$ cat src/rtl/vec_mem_arbiter.sv
// Shares one memory port between a CPU and a vector coprocessor. Ties go to the vector port while its burst count is under VEC_BURST_MAX when VEC_MEM_ARB_BURST_EN is defined, and round-robin otherwise.
// Latency: a request seen in IDLE at cycle t gives mem_valid at t+1 and a requester ready at t+2+w, where w is the number of memory wait cycles.
// Backpressure: one transaction is in flight at a time. mem_* is held until mem_ready; a losing requester keeps its valid high and is picked up on a later IDLE.
module vec_mem_arbiter #(
  parameter int VEC_BURST_MAX = 4
) (
  input  logic        clk,
  input  logic        resetn,
  input  logic        cpu_mem_valid,
  input  logic        cpu_mem_instr,
  input  logic [31:0] cpu_mem_addr,
  input  logic [31:0] cpu_mem_wdata,
  input  logic [3:0]  cpu_mem_wstrb,
  output logic        cpu_mem_ready,
  output logic [31:0] cpu_mem_rdata,
  input  logic        vec_mem_valid,
  input  logic [31:0] vec_mem_addr,
  input  logic [31:0] vec_mem_wdata,
  input  logic [3:0]  vec_mem_wstrb,
  output logic        vec_mem_ready,
  output logic [31:0] vec_mem_rdata,
  output logic        mem_valid,
  output logic        mem_instr,
  output logic [31:0] mem_addr,
  output logic [31:0] mem_wdata,
  output logic [3:0]  mem_wstrb,
  input  logic        mem_ready,
  input  logic [31:0] mem_rdata,
  output logic        grant_vec
);

  localparam logic [3:0] BURST_MAX = 4'(VEC_BURST_MAX);

  typedef enum logic [1:0] {IDLE, CPU_BUSY, VEC_BUSY, DONE} state_t;

  typedef struct packed {
    logic        instr;
    logic [31:0] addr;
    logic [31:0] wdata;
    logic [3:0]  wstrb;
  } mem_req_t;

  state_t      state_q, state_d;
  mem_req_t    req_q, req_d;
  logic        last_vec_q, last_vec_d;
  logic [3:0]  burst_cnt_q, burst_cnt_d;
  logic [31:0] rdata_q, rdata_d;
  logic        vec_wins;

  // Only meaningful in IDLE; a lone requester always wins.
  always_comb begin
    vec_wins = 1'b0;
    if (vec_mem_valid && !cpu_mem_valid) begin
      vec_wins = 1'b1;
    end else if (vec_mem_valid && cpu_mem_valid) begin
`ifdef VEC_MEM_ARB_BURST_EN
      vec_wins = (burst_cnt_q < BURST_MAX);
`else
      vec_wins = !last_vec_q;
`endif
    end
  end

  always_comb begin
    state_d     = state_q;
    req_d       = req_q;
    last_vec_d  = last_vec_q;
    burst_cnt_d = burst_cnt_q;
    rdata_d     = rdata_q;
    case (state_q)
      IDLE: begin
        if (!cpu_mem_valid) begin
          burst_cnt_d = 4'd0;
        end else if (vec_wins) begin
          burst_cnt_d = (burst_cnt_q < BURST_MAX) ? burst_cnt_q + 4'd1 : BURST_MAX;
        end else begin
          burst_cnt_d = 4'd0;
        end
        if (vec_wins) begin
          state_d     = VEC_BUSY;
          last_vec_d  = 1'b1;
          req_d.instr = 1'b0;
          req_d.addr  = vec_mem_addr;
          req_d.wdata = vec_mem_wdata;
          req_d.wstrb = vec_mem_wstrb;
        end else if (cpu_mem_valid) begin
          state_d     = CPU_BUSY;
          last_vec_d  = 1'b0;
          req_d.instr = cpu_mem_instr;
          req_d.addr  = cpu_mem_addr;
          req_d.wdata = cpu_mem_wdata;
          req_d.wstrb = cpu_mem_wstrb;
        end
      end
      CPU_BUSY, VEC_BUSY: begin
        if (mem_ready) begin
          state_d = DONE;
          rdata_d = mem_rdata;
        end
      end
      DONE: begin
        // No arbitration here, so a requester still holding valid in its ready cycle is not re-served.
        state_d = IDLE;
      end
      default: state_d = IDLE;
    endcase
  end

  always_ff @(posedge clk or negedge resetn) begin
    if (!resetn) begin
      state_q     <= IDLE;
      req_q       <= '0;
      last_vec_q  <= 1'b0;
      burst_cnt_q <= 4'd0;
      rdata_q     <= 32'd0;
    end else begin
      state_q     <= state_d;
      req_q       <= req_d;
      last_vec_q  <= last_vec_d;
      burst_cnt_q <= burst_cnt_d;
      rdata_q     <= rdata_d;
    end
  end

  // Every output is decoded from registered state, so reset clears it immediately.
  assign mem_valid     = (state_q == CPU_BUSY) || (state_q == VEC_BUSY);
  assign grant_vec     = (state_q == VEC_BUSY);
  assign mem_instr     = req_q.instr;
  assign mem_addr      = req_q.addr;
  assign mem_wdata     = req_q.wdata;
  assign mem_wstrb     = req_q.wstrb;
  assign cpu_mem_ready = (state_q == DONE) && !last_vec_q;
  assign vec_mem_ready = (state_q == DONE) && last_vec_q;
  assign cpu_mem_rdata = rdata_q;
  assign vec_mem_rdata = rdata_q;

endmodule

$ cat config.mk
export PLATFORM = sky130hd
export DESIGN_NAME = vec_mem_arbiter
export DESIGN_NICKNAME = d
export VERILOG_FILES = /design/src/rtl/vec_mem_arbiter.sv
export SDC_FILE = /design/constraint.sdc
export NUM_CORES = 1
export LEC_CHECK = 0
export BUFFER_PORTS_ARGS = -buffer_cell sky130_fd_sc_hd__buf_4
export CAP_MARGIN = 20
export CELL_PAD_IN_SITES_DETAIL_PLACEMENT = 1
export CELL_PAD_IN_SITES_GLOBAL_PLACEMENT = 1
export CORE_ASPECT_RATIO = 0.5
export CORE_MARGIN = 3
export CORE_UTILIZATION = 30
export CTS_BUF_LIST = sky130_fd_sc_hd__clkbuf_16
export CTS_CLUSTER_DIAMETER = 50
export DETAILED_ROUTE_END_ITERATION = 16
export GPL_TIMING_DRIVEN = 0
export MAX_ROUTING_LAYER = met4
export PLACE_DENSITY_LB_ADDON = 0.1
export SETUP_SLACK_MARGIN = 0.2
export SYNTH_ARGS = -nofsm -noshare
export SYNTH_HDL_FRONTEND = slang
export SYNTH_SLANG_ARGS = --single-unit
$ cat constraint.sdc
create_clock -name clk -period 2.5 [get_ports clk]
set_clock_uncertainty 0.2 [all_clocks]
set_input_delay 0.375 -clock clk [delete_from_list [all_inputs] [get_ports clk]]
set_output_delay 0.375 -clock clk [all_outputs]
set_load 0.1 [all_outputs]
==> results by group, run 1 <==
Status
  – Status: complete, no violations

Route
  – DRC Markers: 0
  – Post-route ant nets: 0
  – Final WL: 17.7 mm
  – Via Count: 4732
  – Initial drt markers: 135
  – WL/cell: 17.4 µm
  – Vias per cell: 4.63
  – Pre-Repair DR Iteration Count: 4

Clocking
  – CTS Buf Count: 9
  – CTS Hold Buffers Added: 1
  – CTS max path bufs: 2
  – CTS tree: yes
  – Clk Latency, worst-skew pair: 340 ps
  – Post-CTS Setup Bufs: 0
  – Root Buffer: clkbuf_16
  – H-Tree Depth: 3
  – Worst-path clk slew: 70 ps
  – Num Clock Sinks: 104
  – # resized after CTS: 0

STA
  – Setup TNS: 0 ps
  – Final Cycle Share: 83.2%
  – Fin. Hold Viols: 0
  – Max-slew violation count: 0
  – Setup-failing EPs final: 0
  – Slew headroom: 63.4%
  – RSZ-0062 raised after global routing: no
  – Max Clock Freq: 0.481 GHz
  – Final worst path period need: 2080 ps
  – Worst-margin pin slew: 550 ps

Worst setup path
  – CP peak stage delay: 410 ps
  – Worst-path maximum fanout: 10
  – Slowest-stage cell, CP: dfrtp_1
  – CP Class: flop to flop
  – Critical Path AT: 2110 ps
  – Reg-to-reg endpoint: cpu_mem_rdata[7]
  – Reg2Reg Launch Point: state_q[1]
  – Critical path endpoint category: flop
  – Critical Path Source Type: flop
  – R2r setup slk: 420 ps
  – Worst Path Required: 2530 ps
  – CP cell instances: inv_1, ha_2, nand2_1, buf_2, mux2_2
  – Worst R2R Path Depth: 5

Placement
  – Hpwl dp: 13.8 mm
  – Port bufs: 310
  – Gp weighted congestion: 0.769
  – Placed insts: 1007
  – DP Area: 7360 µm²

Finish
  – Area delta synth->final: 61.3%
  – Share of cells above drive strength 1: 51.3%
  – Final instance area: 7670 µm²
  – Non-Filler Instances: 1021
  – Fill count: 1784
  – Layout Nets: 999
  – Antenna fix cells: 0

Floorplan
  – Num rows: 31
  – Die ar.: 17500 µm²
  – Die Height: 95.0 µm
  – I/O pins: 311
  – Starting Density: 31.7%
  – Std-Cell Core Area: 15000 µm²
  – Die W: 184 µm

Synth
  – Mean Syn Cell Area: 9.54 µm²
  – #FFs+latches synth: 104
  – Netlist cell types: 20
  – Sequential element share of the synthesized area: 54.8%
  – Synth warn: 0
  – Post-Syn Instances: 498
  – Synth top area cells: dfrtp_1 (55%), nand2_1 (11%), a31oi_1 (9.1%)
  – Post-synth top area share: 54.8%
  – Post-Syn Area: 4750 µm²
  – Syn nets: 676
  – Area leader, netlist: dfrtp_1

Worst hold path
  – WHS Endpoint: cpu_mem_rdata[16]
  – Worst hold-check path type: input port to flop
  – Hold_sp: mem_rdata[16]
  – Min-Delay Path Depth: 2

GRT
  – First-pass GRT wire length: 26.3 mm
  – Global Route Usage Sum: 20.1%
  – Largest net degree at the start of global routing: 67
  – Total grt overflow: 0
  – Vias in the first global route: 4980
  – Antenna violations before repair: 0

Job
  – Max Cap Viol: 0
cell usage in the layout, fill, tap and decap left out:
| cell | n |
|---|---|
| inv_1 | 3 |
| and2_1 | 1 |
| ha_2 | 1 |
| ha_1 | 3 |
| mux2_2 | 33 |
| nor2b_2 | 1 |
| buf_6 | 2 |
| nor2b_1 | 1 |
| buf_4 | 343 |
| nand2_1 | 137 |
| clkinv_2 | 1 |
| nand3_1 | 1 |
| a31oi_1 | 69 |
| a21oi_1 | 3 |
| buf_16 | 1 |
| clkbuf_1 | 3 |
| mux2i_1 | 2 |
| o21a_1 | 1 |
| clkbuf_16 | 9 |
| o21ai_0 | 1 |
| nor2_1 | 70 |
| buf_2 | 27 |
| dlygate4sd3_1 | 1 |
| dfrtp_1 | 104 |
| clkinvlp_4 | 1 |
| a21bo_1 | 1 |
| a21boi_2 | 1 |
| bufinv_16 | 2 |
logic make-up after synthesis:
group	Yosys count	share of synthesized area [%]
flops	104	54.8
buf+inv	68	9.00
fa+ha+maj	4	1.05
mux	35	8.24
compound gates	76	10.1
simple gates	211	16.8
through the flow:
step           utilization, %  worst slack, ps  hold WS, ps
2_1_floorplan               -              393         -121
5_1_grt                  51.2              244         42.7
3_3_place_gp             49.0              464          316
6_report                 51.2              419         62.1
3_5_place_dp             49.2              421          202
4_1_cts                  51.2              405         50.9
worst max-delay path, delay by kind of cell, from the launching register on:
| family | cells | cell delay [ps] |
|---|---|---|
| buffers and inverters | 2 | 430 |
| multiplexers | 1 | 370 |
| adder cells (fa/ha/maj) | 1 | 310 |
| AND/OR/NAND/NOR | 1 | 250 |
| flip-flops | 1 | 410 |
routing by layer:
metal	up-vias	global-route usage [%]	part of all wire [%]
met3	20	5.93	7.5
met5	-	-	0
met1	2271	23.5	41
met4	0	4.65	1.6
met2	172	34.7	50
li1	2269	-	-
worst max path at each step:
stage,from,end,cells past startpoint
2_1_floorplan,state_q[1],cpu_mem_rdata[10],5
3_3_place_gp,state_q[0],cpu_mem_rdata[3],5
3_5_place_dp,state_q[1],mem_addr[30],6
4_1_cts,state_q[1],mem_wdata[11],6
5_1_grt,state_q[1],mem_wdata[16],6
6_report,state_q[1],cpu_mem_rdata[7],5
cells in the mapped netlist:
master	instances
a21bo_1	1
a21boi_2	1
a21oi_1	3
a31oi_1	69
and2_1	1
buf_2	27
buf_4	33
buf_6	2
clkbuf_1	3
dfrtp_1	104
ha_1	4
inv_1	3
mux2_2	33
mux2i_1	2
nand2_1	137
nand3_1	1
nor2_1	70
nor2b_1	2
o21a_1	1
o21ai_0	1
state kept, by name, summed over array words and instances, names as in the netlist:
signal / count
mem_wstrb: 4
cpu_mem_rdata: 32
mem_wdata: 32
mem_instr: 1
state_q: 2
mem_addr: 32
last_vec_q: 1
area by class of cell:
class	count	area [µm²]	area share, %
clock inverter	4	72.6	0.946
multi-input combinational	326	1730	22.5
buffer	65	417	5.43
tap	198	248	3.23
inverter	3	11.3	0.147
clock buffer	9	225	2.94
timing repair buffer	312	2360	30.8
sequential	104	2600	33.9
Power of run 1 is not shown: default switching activity piles up to over one toggle a cycle in this logic, so the estimate is an artifact.
==> run 2, diff against run 1 <==
==> constraint.sdc (replaced) <==
create_clock -name clk -period 2.2 [get_ports clk]
set_clock_uncertainty 0.2 [all_clocks]
set_input_delay 0.33 -clock clk [delete_from_list [all_inputs] [get_ports clk]]
set_output_delay 0.33 -clock clk [all_outputs]
set_load 0.1 [all_outputs]
==> results by group, run 2 (synthesis results as in run 1) <==
STA
  – Fin. Hold Viols: 0
  – Setup ws final: 309 ps
  – Max-slew violation count: 0
  – Setup TNS: 0 ps
  – RSZ-0062 raised after global routing: no
  – Final hold slack: 17.0 ps
  – Final Cycle Share: 86.0%
  – Setup-failing EPs final: 0
  – Worst-margin pin slew: 467 ps
  – Max Clock Freq: 0.529 GHz
  – Final worst path period need: 1890 ps
  – Slew headroom: 68.9%

Floorplan
  – I/O pins: 311
  – Die Height: 95.0 µm
  – Std-Cell Core Area: 15000 µm²
  – Die ar.: 17500 µm²
  – Die W: 184 µm
  – Num rows: 31
  – Starting Density: 31.7%

Finish
  – Final Core Density: 51.2%
  – Area delta synth->final: 61.4%
  – Commonest non-fill, non-tap cell in the layout: buf_4
  – Share of cells above drive strength 1: 51.8%
  – Commonest cells after routing, fill and taps aside: buf_4 (342), nand2_1 (136), dfrtp_1 (104), nor2_1 (70), a31oi_1 (69)
  – Antenna fix cells: 0
  – Layout Nets: 999
  – Fill count: 1795

GRT
  – Met1 Use GR: 23.4%
  – Met2 Use GR: 35.9%
  – Largest net degree at the start of global routing: 82
  – Global Route Usage Sum: 20.5%
  – Total grt overflow: 0
  – Most Used Layer, Global Route: met2
  – First-pass GRT wire length: 26.9 mm
  – Vias in the first global route: 4989
  – Antenna violations before repair: 0
  – Met3 Usage GRT: 6.54%

Route
  – Initial drt markers: 206
  – Vias per cell: 4.65
  – Post-route ant nets: 0
  – Via Count: 4762
  – Pre-Repair DR Iteration Count: 4
  – Final WL: 17.9 mm
  – WL/cell: 17.5 µm
  – DRC Markers: 0

Clocking
  – Worst-path clk slew: 70 ps
  – CTS Buf Count: 9
  – H-Tree Depth: 3
  – CTS max path bufs: 2
  – Num Clock Sinks: 104
  – Root Buffer: clkbuf_16
  – CTS tree: yes
  – Post-CTS Setup Bufs: 0
  – Clk Latency, worst-skew pair: 340 ps

Worst setup path
  – Worst R2R Path Depth: 5
  – Critical path endpoint category: output port
  – Critical Path AT: 1360 ps
  – CP Class: flop to output port
  – Worst Path Required: 1670 ps
  – Worst-path maximum fanout: 5
  – Critical Path Source Type: flop

Placement
  – Port bufs: 310
  – Place WS: 127 ps
  – Hpwl dp: 13.9 mm
  – Gp weighted congestion: 0.799

Job
  – Max Cap Viol: 0

Worst hold path
  – Min-Delay Path Depth: 2
  – Worst hold-check path type: input port to flop

Status
  – Status: complete, no violations
==> run 2: changes by cell type in the layout (fill, tap and decap cells not counted), moves of 3 or more <==
cell / delta
clkbuf_2: +3
clkbuf_4: +4
clkbuf_1: -3
buf_2: -5
==> run 2: final timing paths <==
path	slack, ps	start	endpoint
min in group asynchronous	210	resetn	mem_wdata[8]
worst min-delay path	20	mem_rdata[3]	cpu_mem_rdata[3]
worst max-delay path	310	state_q[1]	mem_valid
worst min register to register	340	cpu_mem_rdata[25]	cpu_mem_rdata[25]
worst max register to register	330	state_q[1]	cpu_mem_rdata[24]
max in group asynchronous	860	resetn	mem_wdata[18]
==> run 2: final cells by class <==
| cell class | instances | area (µm²) | area share [%] |
|---|---|---|---|
| Sequential cell | 104 | 2600 | 33.9 |
| Inverter | 3 | 11.3 | 0.147 |
| Buffer | 65 | 433 | 5.64 |
| Timing Repair Buffer | 312 | 2370 | 30.9 |
| Clock buffer | 9 | 225 | 2.94 |
| Multi-Input combinational cell | 326 | 1740 | 22.7 |
| Clock inverter | 6 | 38.8 | 0.506 |
| Tap cell | 198 | 248 | 3.23 |
==> run 2: layer usage <==
metal	part of all wire (%)	vias up	wire [µm]
met5	0	-	0
met2	52	166	9320
li1	-	2272	-
met1	39	2306	6950
met4	1.3	0	232
met3	8.0	18	1440
==> run 2: metrics by stage <==
stage | cells | cell area (µm²)
after floorplan | 498 | 4770
after global placement | 1006 | 7340
after detailed placement | 1007 | 7370
after CTS | 1023 | 7650
after global routing | 1023 | 7670
final | 1023 | 7670
==> run 2: timing repair <==
action	CTS	global route
pin swaps	0	0
setup endpoints to repair	50	81
gates resized for setup	2	11
hold endpoints to repair	23	0
hold buffers	1	0
==> run 2: critical path, stage by stage, from the launching register on <==
cell and delay, ps:
dfrtp_1 380, inv_1 110, ha_4 310, buf_6 220
Power of run 2 is left out for the same reason.
==> run 3, diff against run 2 <==
--- a/config.mk
+++ b/config.mk
@@ -17,7 +17,7 @@
 export DETAILED_ROUTE_END_ITERATION = 16
 export GPL_TIMING_DRIVEN = 0
 export MAX_ROUTING_LAYER = met4
-export PLACE_DENSITY_LB_ADDON = 0.1
+export PLACE_DENSITY = 0.88
 export SETUP_SLACK_MARGIN = 0.2
 export SYNTH_ARGS = -nofsm -noshare
 export SYNTH_HDL_FRONTEND = slang
==> results by group, run 3 (synthesis results as in run 1) <==
STA
  – Max Clock Freq: 0.525 GHz
  – RSZ-0062 raised after global routing: yes
  – Setup-failing EPs final: 0
  – Final worst path period need: 1910 ps
  – Max-slew violation count: 0
  – Fin. Hold Viols: 0
  – Final Cycle Share: 86.6%
  – Setup TNS: 0 ps
  – Slew headroom: 61.0%
  – Worst-margin pin slew: 585 ps

Route
  – Pre-Repair DR Iteration Count: 6
  – Post-route ant nets: 0
  – Initial drt markers: 204
  – Vias per cell: 4.73
  – WL/cell: 18.6 µm
  – DRC Markers: 0
  – Via Count: 4831
  – Final WL: 19.0 mm

Floorplan
  – I/O pins: 311
  – Die W: 184 µm
  – Num rows: 31
  – Starting Density: 31.7%
  – Die Height: 95.0 µm
  – Die ar.: 17500 µm²
  – Std-Cell Core Area: 15000 µm²

Finish
  – Fill count: 1766
  – Antenna fix cells: 0
  – Non-Filler Instances: 1022
  – Area delta synth->final: 61.8%
  – Layout Nets: 999
  – Commonest cells after routing, fill and taps aside: buf_4 (347), nand2_1 (136), dfrtp_1 (104), nor2_1 (70), a31oi_1 (69)
  – Final Core Density: 51.4%
  – Share of cells above drive strength 1: 51.6%
  – Commonest non-fill, non-tap cell in the layout: buf_4

GRT
  – Met1 Use GR: 24.0%
  – Vias in the first global route: 5254
  – Antenna violations before repair: 0
  – Met3 Usage GRT: 3.42%
  – Global Route Usage Sum: 21.7%
  – Most Used Layer, Global Route: met2
  – Largest net degree at the start of global routing: 64
  – Met2 Use GR: 41.2%
  – Total grt overflow: 0
  – First-pass GRT wire length: 28.5 mm

Worst hold path
  – Worst hold-check path type: input port to flop

Clocking
  – Clk Latency, worst-skew pair: 340 ps
  – Worst-path clk slew: 70 ps
  – Post-CTS Setup Bufs: 0
  – CTS Buf Count: 9
  – Root Buffer: clkbuf_16
  – Num Clock Sinks: 104
  – CTS tree: yes
  – H-Tree Depth: 3
  – CTS max path bufs: 2

Placement
  – Gp weighted congestion: 0.814
  – Placed insts: 1007
  – Hpwl dp: 15.0 mm
  – Port bufs: 310

Worst setup path
  – Worst Path Required: 1670 ps
  – Worst-path maximum fanout: 5
  – Critical Path AT: 1380 ps
  – Critical Path Source Type: flop
  – Critical path endpoint category: output port
  – CP Class: flop to output port

Status
  – Status: complete, no violations

Job
  – Max Cap Viol: 0
run 3: cell types whose count changed in the layout (fill, tap and decap cells not counted), sizes merged:
| cell | previous run | this run |
|---|---|---|
| clkinvlp | 3 | 1 |
| clkbuf | 16 | 17 |
| clkinv | 2 | 3 |
| bufinv | 0 | 1 |
| buf | 369 | 368 |
| inv | 4 | 3 |
run 3: timing repair:
action,in CTS,in global routing
gates resized for setup,3,17
endpoints found under the setup margin,50,92
hold endpoints to repair,41,0
pin swaps,0,0
hold buffers,1,0
run 3: worst paths after layout:
path                       slack, ps           endpoint  depth (start not counted)         startpoint
min                               20  cpu_mem_rdata[23]                          2      mem_rdata[23]
min in group asynchronous        360       mem_wdata[1]                          2             resetn
max reg2reg                      310      mem_wdata[20]                          6         state_q[0]
max                              290          mem_valid                          3         state_q[0]
min reg2reg                      340  cpu_mem_rdata[23]                          1  cpu_mem_rdata[23]
max in group asynchronous        710      mem_wdata[25]                          3             resetn
run 3: per-stage QoR:
step | cell area [µm²] | hold slack [ps] | setup WS, ps
floorplan | 4770 | -166 | 333
global placement | 7340 | 316 | 205
detailed placement | 7370 | 169 | 121
CTS | 7660 | 7.77 | 141
global route | 7690 | 6.39 | 185
finish | 7690 | 19.7 | 294
run 3: area by class of cell:
class	count	area (µm²)	share of cell area (%)
inverters	3	11.3	0.146
clock buffers	9	225	2.93
clock inverters	5	50.0	0.651
flip-flops and latches	104	2600	33.8
plain buffers	65	445	5.79
well taps	198	248	3.22
multi-input cells	326	1740	22.6
repair buffers	312	2370	30.8
run 3: layer usage:
| layer | vias up | routed length [µm] |
|---|---|---|
| met1 | 2386 | 7220 |
| met4 | 0 | 505 |
| met3 | 35 | 635 |
| met2 | 145 | 10700 |
| li1 | 2265 | - |
| met5 | - | 0 |
run 3: critical path, cell delays in order (launching register included):
cell and delay [ps]:
dfrtp_1 370, inv_1 110, ha_4 320, buf_6 230
Power of run 3 is left out for the same reason.
